$ cat src/rtl/kb_typematic_fifo.sv
// Keyboard event front-end: turns kb_driver's level-style key outputs into make/repeat
// events and queues them in a first-word-fall-through FIFO for the CPU to pop.
module kb_typematic_fifo #(
   parameter int unsigned DELAY_CYC = 25000000,
   parameter int unsigned RATE_CYC  = 5000000,
   parameter int unsigned DEPTH     = 16
) (
   input  logic                     CLOCK_50,
   input  logic                     rst,
   input  logic [7:0]               key_ascii_i,
   input  logic [4:0]               key_flags_i,
   input  logic                     repeat_en_i,
   input  logic                     rd_en_i,
   input  logic                     clr_ovf_i,
   output logic [15:0]              rd_data_o,
   output logic                     empty_o,
   output logic                     full_o,
   output logic [$clog2(DEPTH):0]   count_o,
   output logic                     overflow_o
);

   localparam int unsigned AW   = $clog2(DEPTH);
   localparam int unsigned CW   = AW + 1;
   localparam int unsigned TMAX = (DELAY_CYC > RATE_CYC) ? DELAY_CYC : RATE_CYC;
   localparam int unsigned TW   = $clog2(TMAX) + 1;

   localparam logic [TW-1:0] DELAY_LAST = TW'(DELAY_CYC - 1);
   localparam logic [TW-1:0] RATE_LAST  = TW'(RATE_CYC - 1);
   localparam logic [CW-1:0] COUNT_FULL = CW'(DEPTH);

   typedef struct packed {
      logic       is_repeat;
      logic [1:0] rsvd;
      logic [4:0] flags;
      logic [7:0] ascii;
   } entry_t;

   typedef enum logic [1:0] {
      S_IDLE,
      S_HOLD,
      S_REPEAT
   } state_t;

   state_t          state_q, state_d;
   logic [TW-1:0]   timer_q, timer_d;
   logic [7:0]      prev_ascii_q;

   logic            push_c;
   logic            push_rep_c;
   entry_t          entry_c;

   entry_t          mem_q [DEPTH];
   logic [AW-1:0]   rd_ptr_q, rd_ptr_d;
   logic [AW-1:0]   wr_ptr_q, wr_ptr_d;
   logic [CW-1:0]   count_q, count_d;
   logic [CW-1:0]   remain_c;
   logic            empty_q, empty_d;
   logic            full_q, full_d;
   logic            overflow_q, overflow_d;
   entry_t          rd_data_q, rd_data_d;

   logic            key_held_c;
   logic            rollover_c;
   logic            pop_c;
   logic            wr_c;
   logic            drop_c;

   assign key_held_c = (key_ascii_i != 8'h00);
   assign rollover_c = key_held_c && (key_ascii_i != prev_ascii_q);

   // Typematic state register
   always_ff @(posedge CLOCK_50) begin
      if (rst) begin
         state_q      <= S_IDLE;
         timer_q      <= '0;
         prev_ascii_q <= 8'h00;
      end else begin
         state_q      <= state_d;
         timer_q      <= timer_d;
         prev_ascii_q <= key_ascii_i;
      end
   end

   // Typematic next-state: make on new key, repeat after DELAY then every RATE
   always_comb begin
      state_d    = state_q;
      timer_d    = timer_q;
      push_c     = 1'b0;
      push_rep_c = 1'b0;
      case (state_q)
         S_IDLE: begin
            if (key_held_c) begin
               push_c  = 1'b1;
               state_d = S_HOLD;
               timer_d = '0;
            end
         end
         S_HOLD: begin
            if (!key_held_c) begin
               state_d = S_IDLE;
               timer_d = '0;
            end else if (rollover_c) begin
               push_c  = 1'b1;
               timer_d = '0;
            end else if (timer_q == DELAY_LAST) begin
               // Saturates here while repeat is disabled, so the push fires once re-enabled
               if (repeat_en_i) begin
                  push_c     = 1'b1;
                  push_rep_c = 1'b1;
                  state_d    = S_REPEAT;
                  timer_d    = '0;
               end
            end else begin
               timer_d = timer_q + TW'(1);
            end
         end
         S_REPEAT: begin
            if (!key_held_c) begin
               state_d = S_IDLE;
               timer_d = '0;
            end else if (rollover_c) begin
               push_c  = 1'b1;
               state_d = S_HOLD;
               timer_d = '0;
            end else if (repeat_en_i) begin
               if (timer_q == RATE_LAST) begin
                  push_c     = 1'b1;
                  push_rep_c = 1'b1;
                  timer_d    = '0;
               end else begin
                  timer_d = timer_q + TW'(1);
               end
            end
         end
         default: begin
            state_d = S_IDLE;
            timer_d = '0;
         end
      endcase
   end

   always_comb begin
      entry_c           = '0;
      entry_c.is_repeat = push_rep_c;
      entry_c.flags     = key_flags_i;
      entry_c.ascii     = key_ascii_i;
   end

   // FIFO bookkeeping; a pop frees a slot for a same-cycle push even when full
   always_comb begin
      pop_c    = rd_en_i && !empty_q;
      wr_c     = push_c && (!full_q || pop_c);
      drop_c   = push_c && full_q && !pop_c;
      rd_ptr_d = pop_c ? (rd_ptr_q + AW'(1)) : rd_ptr_q;
      wr_ptr_d = wr_c  ? (wr_ptr_q + AW'(1)) : wr_ptr_q;
      count_d  = count_q + CW'(wr_c) - CW'(pop_c);
      remain_c = count_q - CW'(pop_c);
      empty_d  = (count_d == '0);
      full_d   = (count_d == COUNT_FULL);

      overflow_d = overflow_q;
      if (drop_c) begin
         overflow_d = 1'b1;
      end else if (clr_ovf_i) begin
         overflow_d = 1'b0;
      end

      // Head after this edge: the incoming entry if nothing older survives the pop
      rd_data_d = '0;
      if (remain_c == '0) begin
         if (wr_c) begin
            rd_data_d = entry_c;
         end
      end else begin
         rd_data_d = mem_q[rd_ptr_d];
      end
   end

   always_ff @(posedge CLOCK_50) begin
      if (rst) begin
         rd_ptr_q   <= '0;
         wr_ptr_q   <= '0;
         count_q    <= '0;
         empty_q    <= 1'b1;
         full_q     <= 1'b0;
         overflow_q <= 1'b0;
         rd_data_q  <= '0;
      end else begin
         rd_ptr_q   <= rd_ptr_d;
         wr_ptr_q   <= wr_ptr_d;
         count_q    <= count_d;
         empty_q    <= empty_d;
         full_q     <= full_d;
         overflow_q <= overflow_d;
         rd_data_q  <= rd_data_d;
      end
   end

   // Storage needs no reset: stale slots are never visible past the pointers
   always_ff @(posedge CLOCK_50) begin
      if (!rst && wr_c) begin
         mem_q[wr_ptr_q] <= entry_c;
      end
   end

   assign rd_data_o  = rd_data_q;
   assign empty_o    = empty_q;
   assign full_o     = full_q;
   assign count_o    = count_q;
   assign overflow_o = overflow_q;

endmodule

$ cat config.mk
export PLATFORM = sky130hd
export DESIGN_NAME = kb_typematic_fifo
export DESIGN_NICKNAME = d
export VERILOG_FILES = /design/src/rtl/kb_typematic_fifo.sv
export SDC_FILE = /design/constraint.sdc
export NUM_CORES = 1
export LEC_CHECK = 0
export CAP_MARGIN = 20
export CORE_UTILIZATION = 51
export CTS_CLUSTER_DIAMETER = 120
export CTS_CLUSTER_SIZE = 16
export DETAILED_ROUTE_END_ITERATION = 8
export PLACE_DENSITY = 0.68
export SYNTH_ARGS = -nofsm -noshare
export SYNTH_HDL_FRONTEND = slang
export SYNTH_SLANG_ARGS = --single-unit
$ cat constraint.sdc
create_clock -name CLOCK_50 -period 4.5 [get_ports CLOCK_50]
set_input_delay 0.9 -clock CLOCK_50 [delete_from_list [all_inputs] [get_ports CLOCK_50]]
set_output_delay 0.9 -clock CLOCK_50 [all_outputs]
set_load 0.03 [all_outputs]
==> run_results.csv <==
group,metric,value,unit
floorplan,row_count,59,
drt,vias_per_cell,6.97,
critical_path,critPathSlowestCell,"clkdlybuf4s50_1",
layout,drive_gt1_frac,0.106,
floorplan,die_w,165,µm
critical_path,cp.arrival,4.12,ns
timing,maxSlewHeadroom,0.387,
drt,route.detailed.drc,0,
synth,ys_warn_count,0,
clock_tree,post_cts_resized,0,
layout,instances_no_fill,1472,
synth,synth-main-ff-cell,"edfxtp_1",
critical_path,crit_buf_inv,4,
critical_path,crit_fanout,2,
layout,final_cell_mix,"edfxtp_1 (224), o22a_1 (140), o32ai_1 (112)",
drt,ant_nets,0,
synth,synth_edf_count,224,
drt,wl,38.6,mm
status,status,"finished, final reports clean",
clock_tree,cts_buffer_depth,3,
synth,synth-async-reset-ratio,0,
clock_tree,htree_levels,1,
timing,min_period_over_period,0.814,
critical_path,slowest_delay,0.48,ns
timing,min_period,3.66,ns
synth,syn-instance-count,1095,
layout,nNetsFinal,1159,
timing,skew,0.0194,ns
synth,netlist.area_leader.share,0.499,
synth,synthesis.area,0.0135,mm²
timing,max_freq,273,MHz
power_and_ir_drop,power_density,527,mW/mm²
floorplan,start_util,0.519,
power_and_ir_drop,internal_power,5.22,mW
clock_tree,clkSlewWorstSetupHoldPaths,0.08,ns
clock_tree,cts-root-buf,"clkbuf_16",
timing,worst_slew_pin_slew,0.911,ns
critical_path,end_kind,"flip-flop",
critical_path,cpMostUsedCell,"nor2_1",
power_and_ir_drop,vdd_drop_max,0.000456,V
power_and_ir_drop,seqPwrFrac,0.411,
critical_path,crit_type,"in2reg",
power_and_ir_drop,swShare,0.346,
place,hpwl,22.1,mm
synth,syn_area_per_cell,12.3,µm²
clock_tree,cts.sink_count,290,
drt,first_pass_iters,5,
job,cap_viol_max_count,0,
global_route,overflow,0,
layout,diodes,0,
critical_path,cp_cell_sequence,"clkdlybuf4s50_1 -> xor2_1 -> nor4_1 -> buf_4 -> and2_1 -> a21boi_1 -> o21ai_2 -> ha_1 -> inv_1 -> ha_1 -> inv_1 -> fa_1 -> nor2_1 -> nor2_1 -> nor2_1 -> nor2_1 -> xnor2_1 -> nor2_1 -> a21oi_1",
global_route,track_usage,0.287,
global_route,grt_max_degree,79,
clock_tree,cts_hold_buf,0,
layout,final_common_cell,"edfxtp_1",
timing,rsz0062_at_grt,"false",
floorplan,core-area,0.0260,mm²
floorplan,ios,42,
power_and_ir_drop,power_frac_clock,0.237,
floorplan,die_area,0.0271,mm²
global_route,grt_pass1_vias,9618,
drt,via_count,10300,
drt,detail_route.iter0.violations,1160,
synth,ys_types,63,
power_and_ir_drop,pwr-share-comb,0.353,
synth,synth_area_leaders,"edfxtp_1 (50%), dfxtp_1 (9.8%), o22a_1 (9.1%), o32ai_1 (7.3%), a31oi_1 (2.7%)",
timing,drv_slew,0,
place,port-buffer-count,39,
synth,synth_seq_cells,290,
clock_tree,cts_tree,"yes",
place,place_congestion,0.837,
floorplan,fp.dieH,165,µm
clock_tree,cts_setup_buffers,0,
global_route,grt_pass1_wl,57.6,mm
critical_path,cp.required,4.96,ns
critical_path,crit_family,"simple AND/OR/NAND/NOR gates",
layout,area_delta_synth_final,12.3,%
timing,setup_tns,0,ns
worst_hold_path,hold_class,"reg2reg",
synth,yosysTopAreaCell,"edfxtp_1",
power_and_ir_drop,p_switching,2.76,mW
place,place_inst,1433,
synth,yosysSeqAreaShare,0.597,
global_route,antenna_found_initial,0,
timing,setup_viol,0,
timing,finalHoldViolations,0,
clock_tree,numCtsBuffers,22,
clock_tree,clk_latency,0.53,ns
power_and_ir_drop,p_leak,4.74,nW
drt,wl_per_cell,26.2,µm
critical_path,startpoint_type,"input pin",
==> metrics by stage <==
step / worst slack [ns] / power (mW) / util / hold slack [ns] / instance area (µm²)
3_3_place_gp: 0.384 / 6.07 / 0.557 / 0.479 / 14500
3_5_place_dp: 0.285 / 6.09 / 0.557 / 0.488 / 14500
2_1_floorplan: 1.00 / 5.18 / - / 0.458 / 13500
5_1_grt: 0.489 / 8.31 / 0.582 / 0.543 / 15100
6_report: 0.839 / 7.98 / 0.582 / 0.490 / 15100
4_1_cts: 0.831 / 7.96 / 0.582 / 0.498 / 15100
==> final cells by class <==
cell class	instances	area (µm²)
flip-flops and latches	290	8050
multi-input cells	684	4960
repair buffers	103	966
well taps	335	419
clock inverters	1	16.3
clock buffers	38	632
inverters	21	80.1
fillers	2106	10900
==> metal layers <==
layer  share of wire  wire length, µm  GRT usage
met4           0.030             1150     0.0997
met2            0.47            18100      0.457
met3           0.088             3390     0.0357
met5               0                0          0
met1            0.41            16000      0.406
==> cell families after synthesis <==
logic type / after synthesis / synth area share
compound gates: 409 / 0.239
xor+xnor: 19 / 0.0123
fa+ha+maj: 19 / 0.0182
buf+inv: 122 / 0.0354
flops: 290 / 0.597
mux: 3 / 0.00232
other cells: 1 / 0.000278
simple gates: 232 / 0.0953
==> cells in the mapped netlist (2+ instances only) <==
cell type	n
and2_1	3
a21oi_1	31
nor2_1	44
nand2_1	13
nor4_1	6
a21boi_1	2
nand3b_1	9
o21ai_0	24
or3_1	11
nand3_1	13
buf_1	5
clkbuf_2	2
buf_2	4
o22a_1	140
nand4_1	7
edfxtp_1	224
mux2i_1	2
inv_1	20
clkbuf_1	87
xnor2_1	8
a32o_1	2
dfxtp_1	66
nand2b_1	5
a31o_2	14
nand4b_1	4
a31oi_1	58
and3_1	18
or3b_2	2
or2_2	2
nor2b_1	18
o32ai_1	112
nor3_1	64
ha_1	18
buf_4	3
a211oi_1	14
and4_1	3
xor2_1	11
==> worst register-to-register path, delay by kind of cell, from the launching register on <==
family,cells,cell delay [ns]
buf+inv,2,0.13
simple gates,7,1.09
flops,1,0.39
fa+ha+maj,4,1.03
xor+xnor,1,0.18
compound gates,4,0.74
==> worst paths after layout <==
| kind | from | to | slack (ns) | cells past startpoint |
|---|---|---|---|---|
| max | key_ascii_i[0] | empty_o | 0.84 | 19 |
| min | timer_q[25] | timer_q[25] | 0.49 | 2 |
| max reg2reg | timer_q[0] | empty_o | 0.89 | 18 |
| min reg2reg | timer_q[25] | timer_q[25] | 0.49 | 2 |
==> state kept, by name, summed over array words and instances, names as in the netlist <==
| register | flops |
|---|---|
| timer_q | 26 |
| wr_ptr_q | 4 |
| prev_ascii_q | 8 |
| state_q | 2 |
| overflow_o | 1 |
| count_o | 5 |
| full_o | 1 |
| mem_q | 224 |
| rd_ptr_q | 4 |
| empty_o | 1 |
| rd_data_o | 14 |
==> power groups by stage <==
stage          clock (mW)  combinational, mW  sequential, mW
4_1_cts              1.91               2.79            3.27
6_report             1.89               2.81            3.28
2_1_floorplan           0               1.79            3.40
5_1_grt              2.01               3.01            3.30
3_3_place_gp            0               2.75            3.32
3_5_place_dp            0               2.77            3.32
No activity file was read; power rests on OpenSTA's default activity.
